$ cat src/rtl/lcd_pkg.sv
// Shared LCD definitions: access-phase state encoding and default bus timing,
// used by both the read-side and the write-side LCD controllers.
package lcd_pkg;

  typedef enum logic [2:0] {
    ST_IDLE    = 3'd0,
    ST_SETUP   = 3'd1,
    ST_EN_HI   = 3'd2,
    ST_RECOVER = 3'd3,
    ST_RESP    = 3'd4
  } lcd_state_e;

  localparam int LCD_T_AS       = 3;
  localparam int LCD_T_EN       = 13;
  localparam int LCD_T_SAMPLE   = 10;
  localparam int LCD_T_REC      = 12;
  localparam int LCD_POLL_MAX   = 100000;
  localparam int LCD_TMR_W      = 16;
  localparam int LCD_POLL_CNT_W = 17;

  // A phase of N cycles loads N-1: the timer reaches zero on the phase's last cycle.
  function automatic logic [LCD_TMR_W-1:0] lcd_phase_load(input int cycles);
    return LCD_TMR_W'(cycles - 1);
  endfunction

endpackage

$ cat src/rtl/lcd_phase_timer.sv
// Loadable down-counter with a zero flag; times each phase of an LCD bus access.
module lcd_phase_timer
  import lcd_pkg::*;
#(
  parameter int W = LCD_TMR_W
) (
  input  logic         clk,
  input  logic         rst_n,
  input  logic         load,
  input  logic [W-1:0] load_val,
  output logic [W-1:0] count,
  output logic         zero
);

  logic [W-1:0] cnt_q;
  logic [W-1:0] cnt_d;

  always_comb begin
    cnt_d = cnt_q;
    if (load) begin
      cnt_d = load_val;
    end else if (cnt_q != '0) begin
      cnt_d = cnt_q - 1'b1;
    end
  end

  always_ff @(posedge clk or negedge rst_n) begin
    if (!rst_n) begin
      cnt_q <= '0;
    end else begin
      cnt_q <= cnt_d;
    end
  end

  assign count = cnt_q;
  assign zero  = (cnt_q == '0);

endmodule

$ cat src/rtl/lcd_bus_reader.sv
// HD44780-style bus read controller: single reads of status or data, and a
// busy-flag poll mode that repeats status reads until ready or timeout.
module lcd_bus_reader
  import lcd_pkg::*;
#(
  parameter int T_AS     = LCD_T_AS,
  parameter int T_EN     = LCD_T_EN,
  parameter int T_SAMPLE = LCD_T_SAMPLE,
  parameter int T_REC    = LCD_T_REC,
  parameter int POLL_MAX = LCD_POLL_MAX
) (
  input  logic       CLOCK_50,
  input  logic       RST_N,
  input  logic       req_valid,
  input  logic       req_rs,
  input  logic       poll_start,
  output logic       req_ready,
  output logic       rsp_valid,
  output logic [7:0] rsp_data,
  output logic       rsp_busy,
  output logic [6:0] rsp_addr,
  output logic       poll_done,
  output logic       poll_timeout,
  input  logic [7:0] LCD_DATA_IN,
  output logic       LCD_DATA_OE,
  output logic       LCD_RS,
  output logic       LCD_RW,
  output logic       LCD_EN,
  output lcd_state_e dbg_state
);

  // Handshake: a request is taken on any clock edge where req_ready (IDLE) is
  // high and req_valid or poll_start is high; poll_start has priority, and
  // requests seen outside IDLE are dropped, never queued.

  localparam logic [LCD_TMR_W-1:0]    AS_LOAD   = lcd_phase_load(T_AS);
  localparam logic [LCD_TMR_W-1:0]    EN_LOAD   = lcd_phase_load(T_EN);
  localparam logic [LCD_TMR_W-1:0]    REC_LOAD  = lcd_phase_load(T_REC);
  localparam logic [LCD_TMR_W-1:0]    SAMPLE_AT = LCD_TMR_W'(T_EN - T_SAMPLE);
  localparam logic [LCD_POLL_CNT_W:0] POLL_LIM  = (LCD_POLL_CNT_W + 1)'(POLL_MAX);

  lcd_state_e state_q, state_d;
  logic       rs_q, rs_d;
  logic       poll_q, poll_d;
  logic [LCD_POLL_CNT_W-1:0] cnt_q, cnt_d;
  logic [LCD_POLL_CNT_W:0]   cnt_inc;

  logic       lcd_rs_q, lcd_rs_d;
  logic       lcd_rw_q, lcd_rw_d;
  logic       lcd_en_q, lcd_en_d;
  logic       rsp_valid_q, rsp_valid_d;
  logic [7:0] rsp_data_q, rsp_data_d;
  logic       rsp_busy_q, rsp_busy_d;
  logic [6:0] rsp_addr_q, rsp_addr_d;
  logic       poll_done_q, poll_done_d;
  logic       poll_timeout_q, poll_timeout_d;

  logic                 tmr_load;
  logic [LCD_TMR_W-1:0] tmr_val;
  logic [LCD_TMR_W-1:0] tmr_count;
  logic                 tmr_zero;

  lcd_phase_timer #(.W(LCD_TMR_W)) u_timer (
    .clk      (CLOCK_50),
    .rst_n    (RST_N),
    .load     (tmr_load),
    .load_val (tmr_val),
    .count    (tmr_count),
    .zero     (tmr_zero)
  );

  assign cnt_inc = {1'b0, cnt_q} + 1'b1;

  always_comb begin
    state_d        = state_q;
    rs_d           = rs_q;
    poll_d         = poll_q;
    cnt_d          = cnt_q;
    lcd_rs_d       = lcd_rs_q;
    lcd_rw_d       = lcd_rw_q;
    lcd_en_d       = lcd_en_q;
    rsp_valid_d    = 1'b0;
    rsp_data_d     = rsp_data_q;
    rsp_busy_d     = rsp_busy_q;
    rsp_addr_d     = rsp_addr_q;
    poll_done_d    = 1'b0;
    poll_timeout_d = 1'b0;
    tmr_load       = 1'b0;
    tmr_val        = AS_LOAD;

    case (state_q)
      ST_IDLE: begin
        if (poll_start) begin
          state_d  = ST_SETUP;
          rs_d     = 1'b0;
          poll_d   = 1'b1;
          cnt_d    = '0;
          lcd_rs_d = 1'b0;
          lcd_rw_d = 1'b1;
          tmr_load = 1'b1;
        end else if (req_valid) begin
          state_d  = ST_SETUP;
          rs_d     = req_rs;
          poll_d   = 1'b0;
          lcd_rs_d = req_rs;
          lcd_rw_d = 1'b1;
          tmr_load = 1'b1;
        end
      end

      ST_SETUP: begin
        if (tmr_zero) begin
          state_d  = ST_EN_HI;
          lcd_en_d = 1'b1;
          tmr_load = 1'b1;
          tmr_val  = EN_LOAD;
        end
      end

      ST_EN_HI: begin
        // The timer reads T_EN-k during EN-high cycle k.
        if (tmr_count == SAMPLE_AT) begin
          rsp_data_d = LCD_DATA_IN;
          rsp_busy_d = ~rs_q & LCD_DATA_IN[7];
          rsp_addr_d = rs_q ? 7'd0 : LCD_DATA_IN[6:0];
        end
        if (tmr_zero) begin
          state_d  = ST_RECOVER;
          lcd_en_d = 1'b0;
          tmr_load = 1'b1;
          tmr_val  = REC_LOAD;
        end
      end

      ST_RECOVER: begin
        if (tmr_zero) begin
          state_d     = ST_RESP;
          rsp_valid_d = 1'b1;
          if (poll_q) begin
            if (cnt_q != '1) begin
              cnt_d = cnt_q + 1'b1;
            end
            if (!rsp_busy_q) begin
              poll_done_d = 1'b1;
            end else if (cnt_inc >= POLL_LIM) begin
              poll_timeout_d = 1'b1;
            end
          end
        end
      end

      ST_RESP: begin
        // The poll outcome was decided on entry; the pulses are visible now.
        if (poll_q && !poll_done_q && !poll_timeout_q) begin
          state_d  = ST_SETUP;
          tmr_load = 1'b1;
        end else begin
          state_d  = ST_IDLE;
          poll_d   = 1'b0;
          rs_d     = 1'b0;
          lcd_rs_d = 1'b0;
          lcd_rw_d = 1'b0;
        end
      end

      default: begin
        state_d  = ST_IDLE;
        poll_d   = 1'b0;
        lcd_rs_d = 1'b0;
        lcd_rw_d = 1'b0;
        lcd_en_d = 1'b0;
      end
    endcase
  end

  always_ff @(posedge CLOCK_50 or negedge RST_N) begin
    if (!RST_N) begin
      state_q        <= ST_IDLE;
      rs_q           <= 1'b0;
      poll_q         <= 1'b0;
      cnt_q          <= '0;
      lcd_rs_q       <= 1'b0;
      lcd_rw_q       <= 1'b0;
      lcd_en_q       <= 1'b0;
      rsp_valid_q    <= 1'b0;
      rsp_data_q     <= 8'd0;
      rsp_busy_q     <= 1'b0;
      rsp_addr_q     <= 7'd0;
      poll_done_q    <= 1'b0;
      poll_timeout_q <= 1'b0;
    end else begin
      state_q        <= state_d;
      rs_q           <= rs_d;
      poll_q         <= poll_d;
      cnt_q          <= cnt_d;
      lcd_rs_q       <= lcd_rs_d;
      lcd_rw_q       <= lcd_rw_d;
      lcd_en_q       <= lcd_en_d;
      rsp_valid_q    <= rsp_valid_d;
      rsp_data_q     <= rsp_data_d;
      rsp_busy_q     <= rsp_busy_d;
      rsp_addr_q     <= rsp_addr_d;
      poll_done_q    <= poll_done_d;
      poll_timeout_q <= poll_timeout_d;
    end
  end

  assign req_ready    = (state_q == ST_IDLE);
  assign rsp_valid    = rsp_valid_q;
  assign rsp_data     = rsp_data_q;
  assign rsp_busy     = rsp_busy_q;
  assign rsp_addr     = rsp_addr_q;
  assign poll_done    = poll_done_q;
  assign poll_timeout = poll_timeout_q;
  assign LCD_DATA_OE  = 1'b0;
  assign LCD_RS       = lcd_rs_q;
  assign LCD_RW       = lcd_rw_q;
  assign LCD_EN       = lcd_en_q;
  assign dbg_state    = state_q;

endmodule

$ cat config.mk
export PLATFORM = sky130hd
export DESIGN_NAME = lcd_bus_reader
export DESIGN_NICKNAME = d
export VERILOG_FILES = /design/src/rtl/lcd_pkg.sv /design/src/rtl/lcd_phase_timer.sv /design/src/rtl/lcd_bus_reader.sv
export SDC_FILE = /design/constraint.sdc
export NUM_CORES = 1
export LEC_CHECK = 0
export CORE_ASPECT_RATIO = 0.7
export CORE_MARGIN = 2
export CORE_UTILIZATION = 60
export CTS_BUF_LIST = sky130_fd_sc_hd__clkbuf_8 sky130_fd_sc_hd__clkbuf_16
export DETAILED_ROUTE_END_ITERATION = 8
export GPL_TIMING_DRIVEN = 0
export PLACE_DENSITY = 0.9
export SETUP_SLACK_MARGIN = 0.4
export SKIP_LAST_GASP = 1
export SYNTH_ARGS = -nofsm -noshare
export SYNTH_HDL_FRONTEND = slang
export SYNTH_SLANG_ARGS = --single-unit
$ cat constraint.sdc
create_clock -name CLOCK_50 -period 3.63 [get_ports CLOCK_50]
set_clock_uncertainty 0.05 [all_clocks]
set_input_delay 0.9075 -clock CLOCK_50 [delete_from_list [all_inputs] [get_ports CLOCK_50]]
set_output_delay 0.9075 -clock CLOCK_50 [all_outputs]
set_load 0.01 [all_outputs]
==> results of run 1 <==
-- logic make-up after synthesis --
group,Yosys count,share of synthesized area [%]
XOR/XNOR,10,2.53
multiplexers,17,5.52
adder cells (fa/ha/maj),5,1.81
other,1,0.108
buffers and inverters,28,4.01
AO/OA/AOI/OAI,91,17.0
AND/OR/NAND/NOR,146,25.7
flip-flops,60,43.3
-- sequential cells by signal, indices dropped and copies added, names as in the netlist, 3 cells and up --
register	cells
rsp_addr	7
dbg_state	3
u_timer.count	16
cnt_q	17
rsp_data	8
-- layer usage --
metal	vias up	global-route usage, %
li1	1432	-
met1	1480	39.8
met2	178	45.3
met3	21	10.4
met4	0	10.7
met5	-	0
-- worst paths after layout --
kind                                    startpoint                            to  slack (ns)  cells past startpoint
setup / recovery              cnt_q[0]$_DFFE_PN0P_          cnt_q[9]$_DFFE_PN0P_        0.57                     10
min in group asynchronous                    RST_N  u_timer.count[2]$_DFFE_PN0P_        0.50                      1
max in group asynchronous                    RST_N       rsp_data[2]$_DFFE_PN0P_        2.44                      2
setup reg to reg              cnt_q[0]$_DFFE_PN0P_          cnt_q[9]$_DFFE_PN0P_        0.57                     10
hold reg to reg            rsp_data[0]$_DFFE_PN0P_       rsp_data[0]$_DFFE_PN0P_        0.46                      1
hold / removal             rsp_data[0]$_DFFE_PN0P_       rsp_data[0]$_DFFE_PN0P_        0.46                      1
-- per-stage QoR --
stage | util (%) | hold WS [ns] | total power, mW
floorplan | - | 0.438 | 0.690
detailed placement | 70.1 | 0.445 | 0.723
CTS | 73.7 | 0.462 | 1.32
global placement | 69.9 | 0.438 | 0.720
finish | 73.8 | 0.461 | 1.32
global route | 73.8 | 0.468 | 1.36
-- synth_stat cells (3+ instances only) --
cell and n:
a21o_1 3, a21oi_1 19, a31oi_1 3, and3_1 3, and4_1 4, buf_4 4
clkbuf_1 8, dfrtp_1 60, ha_1 5, inv_1 11, mux2_2 17, nand2_1 18
nand3_1 12, nand4_1 8, nor2_1 25, nor2b_1 10, nor3_1 14, nor4_1 9
o21ai_0 28, o21ai_1 5, o31ai_1 3, or3_1 12, xnor2_1 5, xor2_1 5
-- power breakdown --
group	internal [mW]	switching, mW	leakage, nW	total (mW)
Sequential	0.669	0.000730	0.681	0.670
Combinational	0.0187	0.0214	0.837	0.0401
Clock	0.320	0.286	0.0958	0.606
Total	1.01	0.309	1.61	1.32
-- cell type report --
| cell class | count | area, um^2 | area share, % |
|---|---|---|---|
| well taps | 75 | 93.8 | 2.25 |
| repair buffers | 39 | 395 | 9.50 |
| clock inverters | 7 | 76.3 | 1.83 |
| plain buffers | 17 | 97.6 | 2.35 |
| clock buffers | 9 | 124 | 2.98 |
| inverters | 11 | 41.3 | 0.992 |
| flip-flops and latches | 60 | 1500 | 36.1 |
| multi-input cells | 270 | 1830 | 44.0 |
-- worst max-delay path: cells and delay by family, from the launching register on --
family          cells  cell delay, ns
simple gates        4            0.94
buf+inv             1            0.45
flops               1            0.38
compound gates      3            0.71
fa+ha+maj           2            0.44
==> metrics, run 1 <==
Core Box Area=0.00564 mm^2; Placed Cells=472; RSZ-0062 raised after global routing=no; register area share after synthesis=43.3%; global route overflow=0; total die area=0.00641 mm^2; Ys Warns=0; Post-synth EDFFs=0; Main synth FF type=dfrtp_1; design area=~0.0042 mm^2; WL met3=824 um; clk buf depth=2; Detail Placement HPWL=between 6000 and 7000 um; Initial Util=between 60% and 70%; Metal-1 WL=3880 um; Fin Setup TNS=0 ns; syn_nets=376; most frequent cells in the layout=60 x dfrtp_1, 37 x clkdlybuf4s50_1, 28 x o21ai_0; DRC Markers=0; Post-synth ARST share=between 90% and 100%; Die W=between 90 and 100 um; dpl ws=~0.56 ns; vias in the first global route=around 3000; status=finished clean; via count=~3100; Layout area overhead=20.1%; fraction of layout cells with a size suffix above 1=between 10% and 20%; CP Data Required Time=around 3.8 ns; Worst Slack Setup Final=around 0.57 ns; Hold Path Class=register to register; Static Leak=~1.6 nW; CTS clk-pin slew, worst paths=roughly 0.080 ns; clock sink count=60; # setup viols final=0; largest net degree at the start of global routing=39; final std cells w/o fill=between 400 and 500; Nets=roughly 430; GPL Wtd Cong=0.904; Fmax=0.326 GHz; die height=approximately 68 um; Mapped Cells=roughly 360; DRT Pass-1 Iters=5; VDD IR max=approximately 0.25 mV; slowest cell on the critical path=clkbuf_1; Synth area leader=dfrtp_1; Synth cell types=71; drt wl/cell=about 18 um; Top cell by count, worst path=ha_1; CP endpoint kind=register; CP max stage delay=between 0.4 and 0.5 ns; CTS tree=built; Top Layer Used=met4; cell area after synthesis=~0.0035 mm^2; Clock Tree Root=clkbuf_8; quantity of gates resized following cts=0; post-synthesis register bit count=60; Final Hold Viols=0; Rel. slew slack=about a third; setup bufs post-CTS=0; commonest non-fill, non-tap cell in the layout=dfrtp_1; # hold bufs at CTS=0; slew of the pin with the lowest slew margin=approximately 1 ns; Antenna Cells=0; vias per cell=between 6 and 7; met2 routed WL=roughly 4100 um; placed cell area=around 0.004 mm^2; Max Cap Viol=0; first-pass GRT wire length=14400 um; Global Route Usage Sum=between 20% and 30%; fillcell total=about 410; Post-Route WL=roughly 8900 um; clock latency on the worst-skew pair=between 0.3 and 0.4 ns; syn_area_per_cell=slightly below 10 um^2; cts bufs inserted=9; Yosys top cell area share=43.3%; H-tree depth=3; Top Ports=40; fin crit share=between 80% and 90%; Iter 0 DRT Violations=roughly 320; antenna violation net count after detailed routing=0; Critical Path Source Type=register; synth top area cells=dfrtp_1 43%, mux2_2 5.5%, o21ai_0 4.0%; Power Density=316 mW/mm^2; crit path time final=~3.1 ns; # rows=23; Worst EP arrival=between 3 and 4 ns; CP cell instances=ha_1 > nand4_2 > nor3_1 > and3_1 > ha_1 > nor3b_1 > a31oi_2 > clkbuf_1 > o21ai_0 > o31ai_1; Max Fanout on Critical Path=10; initial antenna violation count=0; Max Slew Vio Count=0; critical path class=register to register; IO Port Bufs=38
(Power assumes the default switching activity.)
==> inputs of run 2 (changes only) <==
- CORE_UTILIZATION: 60 -> 51
- PLACE_DENSITY: 0.9 -> 0.82
- clock period: 3.63 -> 2.59 ns (I/O delays scaled with it)
==> run 2 against run 1 <==
Via count is 15% higher. Sequential cell count stayed put. Sequential power is 40% higher. Critical path type unchanged. Largest cell class unchanged. Largest power group unchanged.
==> metrics, run 2 (synthesis results as in run 1) <==
status=finished clean; RSZ-0062 raised after global routing=yes; Largest register FFs=17 (unchanged); fin crit share=90.6% (+6.2 points); initial antenna violation count=0 (unchanged); fillcell total=380 (-8.2%); most frequent cells in the layout=52 x dfrtp_1, 36 x clkdlybuf4s50_1, 32 x buf_4; Biggest register=cnt_q; Reg-to-Reg End=poll_timeout$_DFF_PN0_; clock sink count=60 (unchanged); H-tree depth=3 (unchanged); total die area=0.00748 mm^2 (+17%); Worst EP arrival=2.56 ns (-0.70 ns); CTS clk-pin slew, worst paths=0.08 ns (about the same); hold_ws=0.277 ns (-0.183 ns); Detail Placement HPWL=6140 um (-0.12%); crit path time final=2.35 ns (-0.717 ns); CTS tree=built; global route overflow=0 (unchanged); critical path class=register to register; Global Route Usage Sum=26.6% (-3.2 points); Rel. slew slack=48.7% (+15 points); IO Port Bufs=38 (unchanged); Hold Path Class=primary input to asynchronous set/reset pin; largest net degree at the start of global routing=35 (-10%); RR Startpoint=cnt_q[0]$_DFFE_PN0P_; CP cell instances=buf_4 > nand3_1 > clkbuf_1 > nor3_2 > nor4bb_1 > o21ai_0 > a221oi_1; # rows=25 (+8.7%); vias in the first global route=3033 (+1.5%); vias per cell=6.53 (+2.4%); Top Ports=40 (unchanged); DRC Markers=0 (unchanged); Final Hold Viols=0 (unchanged); overall power=1.89 mW (+44%); CP max stage delay=0.43 ns (-0.02 ns); clock latency on the worst-skew pair=0.36 ns (about the same); commonest non-fill, non-tap cell in the layout=dfrtp_1; Fmax=0.426 GHz (+31%); CP Data Required Time=2.80 ns (-1.03 ns); DRT Pass-1 Iters=6 (+1); Max Slew Vio Count=0 (unchanged); Initial Util=52.0% (-9.4 points); cts bufs inserted=9 (unchanged); drt wl/cell=21.3 um (+17%); GPL Wtd Cong=0.908 (+0.39%); Max Cap Viol=0 (unchanged); CP endpoint kind=register; fraction of layout cells with a size suffix above 1=34.5% (+19 points); clk buf depth=2 (unchanged); # setup viols final=0 (unchanged); Antenna Cells=0 (unchanged); Iter 0 DRT Violations=446 (+40%); Nets=468 (+9.9%); dpl ws=-0.103 ns (-0.666 ns); Clock Tree Root=clkbuf_8; Post-Route WL=11700 um (+31%); slowest cell on the critical path=nor3_2; Critical Path Source Type=register; Layout area overhead=44.2%; antenna violation net count after detailed routing=0 (unchanged); Max Fanout on Critical Path=10 (unchanged); R2R depth=7 (-3); Buf/Inv on CP=2 (+1); Core Box Area=0.00666 mm^2 (+18%); via count=3583 (+15%); Die W=103 um (+8.1%); die height=73.0 um (+8.0%); Static Leak=2.00 nW (+24%); r2r setup slk=0.24 ns (-0.32 ns); Fin Setup TNS=0 ns (unchanged); Power Density=378 mW/mm^2 (+19%); fin util=75.0% (+1.2 points); cell family with most CP delay=simple AND/OR/NAND/NOR gates; Worst Slack Setup Final=0.244 ns (-0.323 ns); first-pass GRT wire length=15100 um (+4.9%); VDD IR max=0.233 mV (-8.5%); slew of the pin with the lowest slew margin=0.768 ns (-0.219 ns)
## run 2: cell count changes in the layout (fill, tap and decap cells not counted), sizes merged
cell / previous run / this run
buf: 10 / 50
clkbuf: 18 / 21
clkinv: 3 / 5
clkinvlp: 2 / 0
clkdlybuf4s50: 37 / 36
## run 2: worst max path at each step
stage / startpoint / to / cells past startpoint / slack, ns
floorplan: u_timer.count[4]$_DFFE_PN0P_ / rsp_data[0]$_DFFE_PN0P_ / 6 / 0.40
global placement: RST_N / rsp_data[3]$_DFFE_PN0P_ / 1 / -1.06
detailed placement: cnt_q[0]$_DFFE_PN0P_ / cnt_q[2]$_DFFE_PN0P_ / 10 / -0.10
CTS: u_timer.count[6]$_DFFE_PN0P_ / u_timer.count[8]$_DFFE_PN0P_ / 7 / 0.36
global route: cnt_q[0]$_DFFE_PN0P_ / poll_timeout$_DFF_PN0_ / 7 / 0.10
finish: cnt_q[0]$_DFFE_PN0P_ / poll_timeout$_DFF_PN0_ / 7 / 0.24
## run 2: metrics by stage
stage / instances / cell area, um^2
after global placement: 490 / 4000
after detailed placement: 491 / 4010
final: 549 / 5000
after global routing: 549 / 5000
after floorplan: 358 / 3500
after CTS: 523 / 4490
## run 2: per-layer routing
layer | track usage [%] | vias to the layer above | routed length, um
met5 | 0 | - | 0
met4 | 9.48 | 0 | 437
met3 | 8.14 | 67 | 1440
met2 | 38.6 | 274 | 5170
met1 | 37.7 | 1719 | 4660
li1 | - | 1523 | -
## run 2: layout make-up
type | instances | area [um^2] | area share (%)
Tap cell | 94 | 118 | 2.35
Inverter | 11 | 41.3 | 0.826
Sequential cell | 60 | 1510 | 30.2
Buffer | 17 | 164 | 3.28
Multi-Input combinational cell | 270 | 2160 | 43.2
Clock buffer | 9 | 124 | 2.48
Clock inverter | 7 | 75.1 | 1.50
Timing Repair Buffer | 81 | 806 | 16.1
## run 2: repair_timing
item,CTS,global route
cloned,1,5
pin swaps,11,25
hold endpoints to repair,0,0
setup buffers,15,21
resized for setup,37,82
endpoints found under the setup margin,46,49
hold buffers,0,0
## run 2: report_power, final
part | leakage [nW] | switching, mW | internal (mW)
clock network | 0.104 | 0.441 | 0.449
logic | 1.23 | 0.0334 | 0.0267
registers | 0.674 | 0.00110 | 0.937
total | 2.00 | 0.476 | 1.41
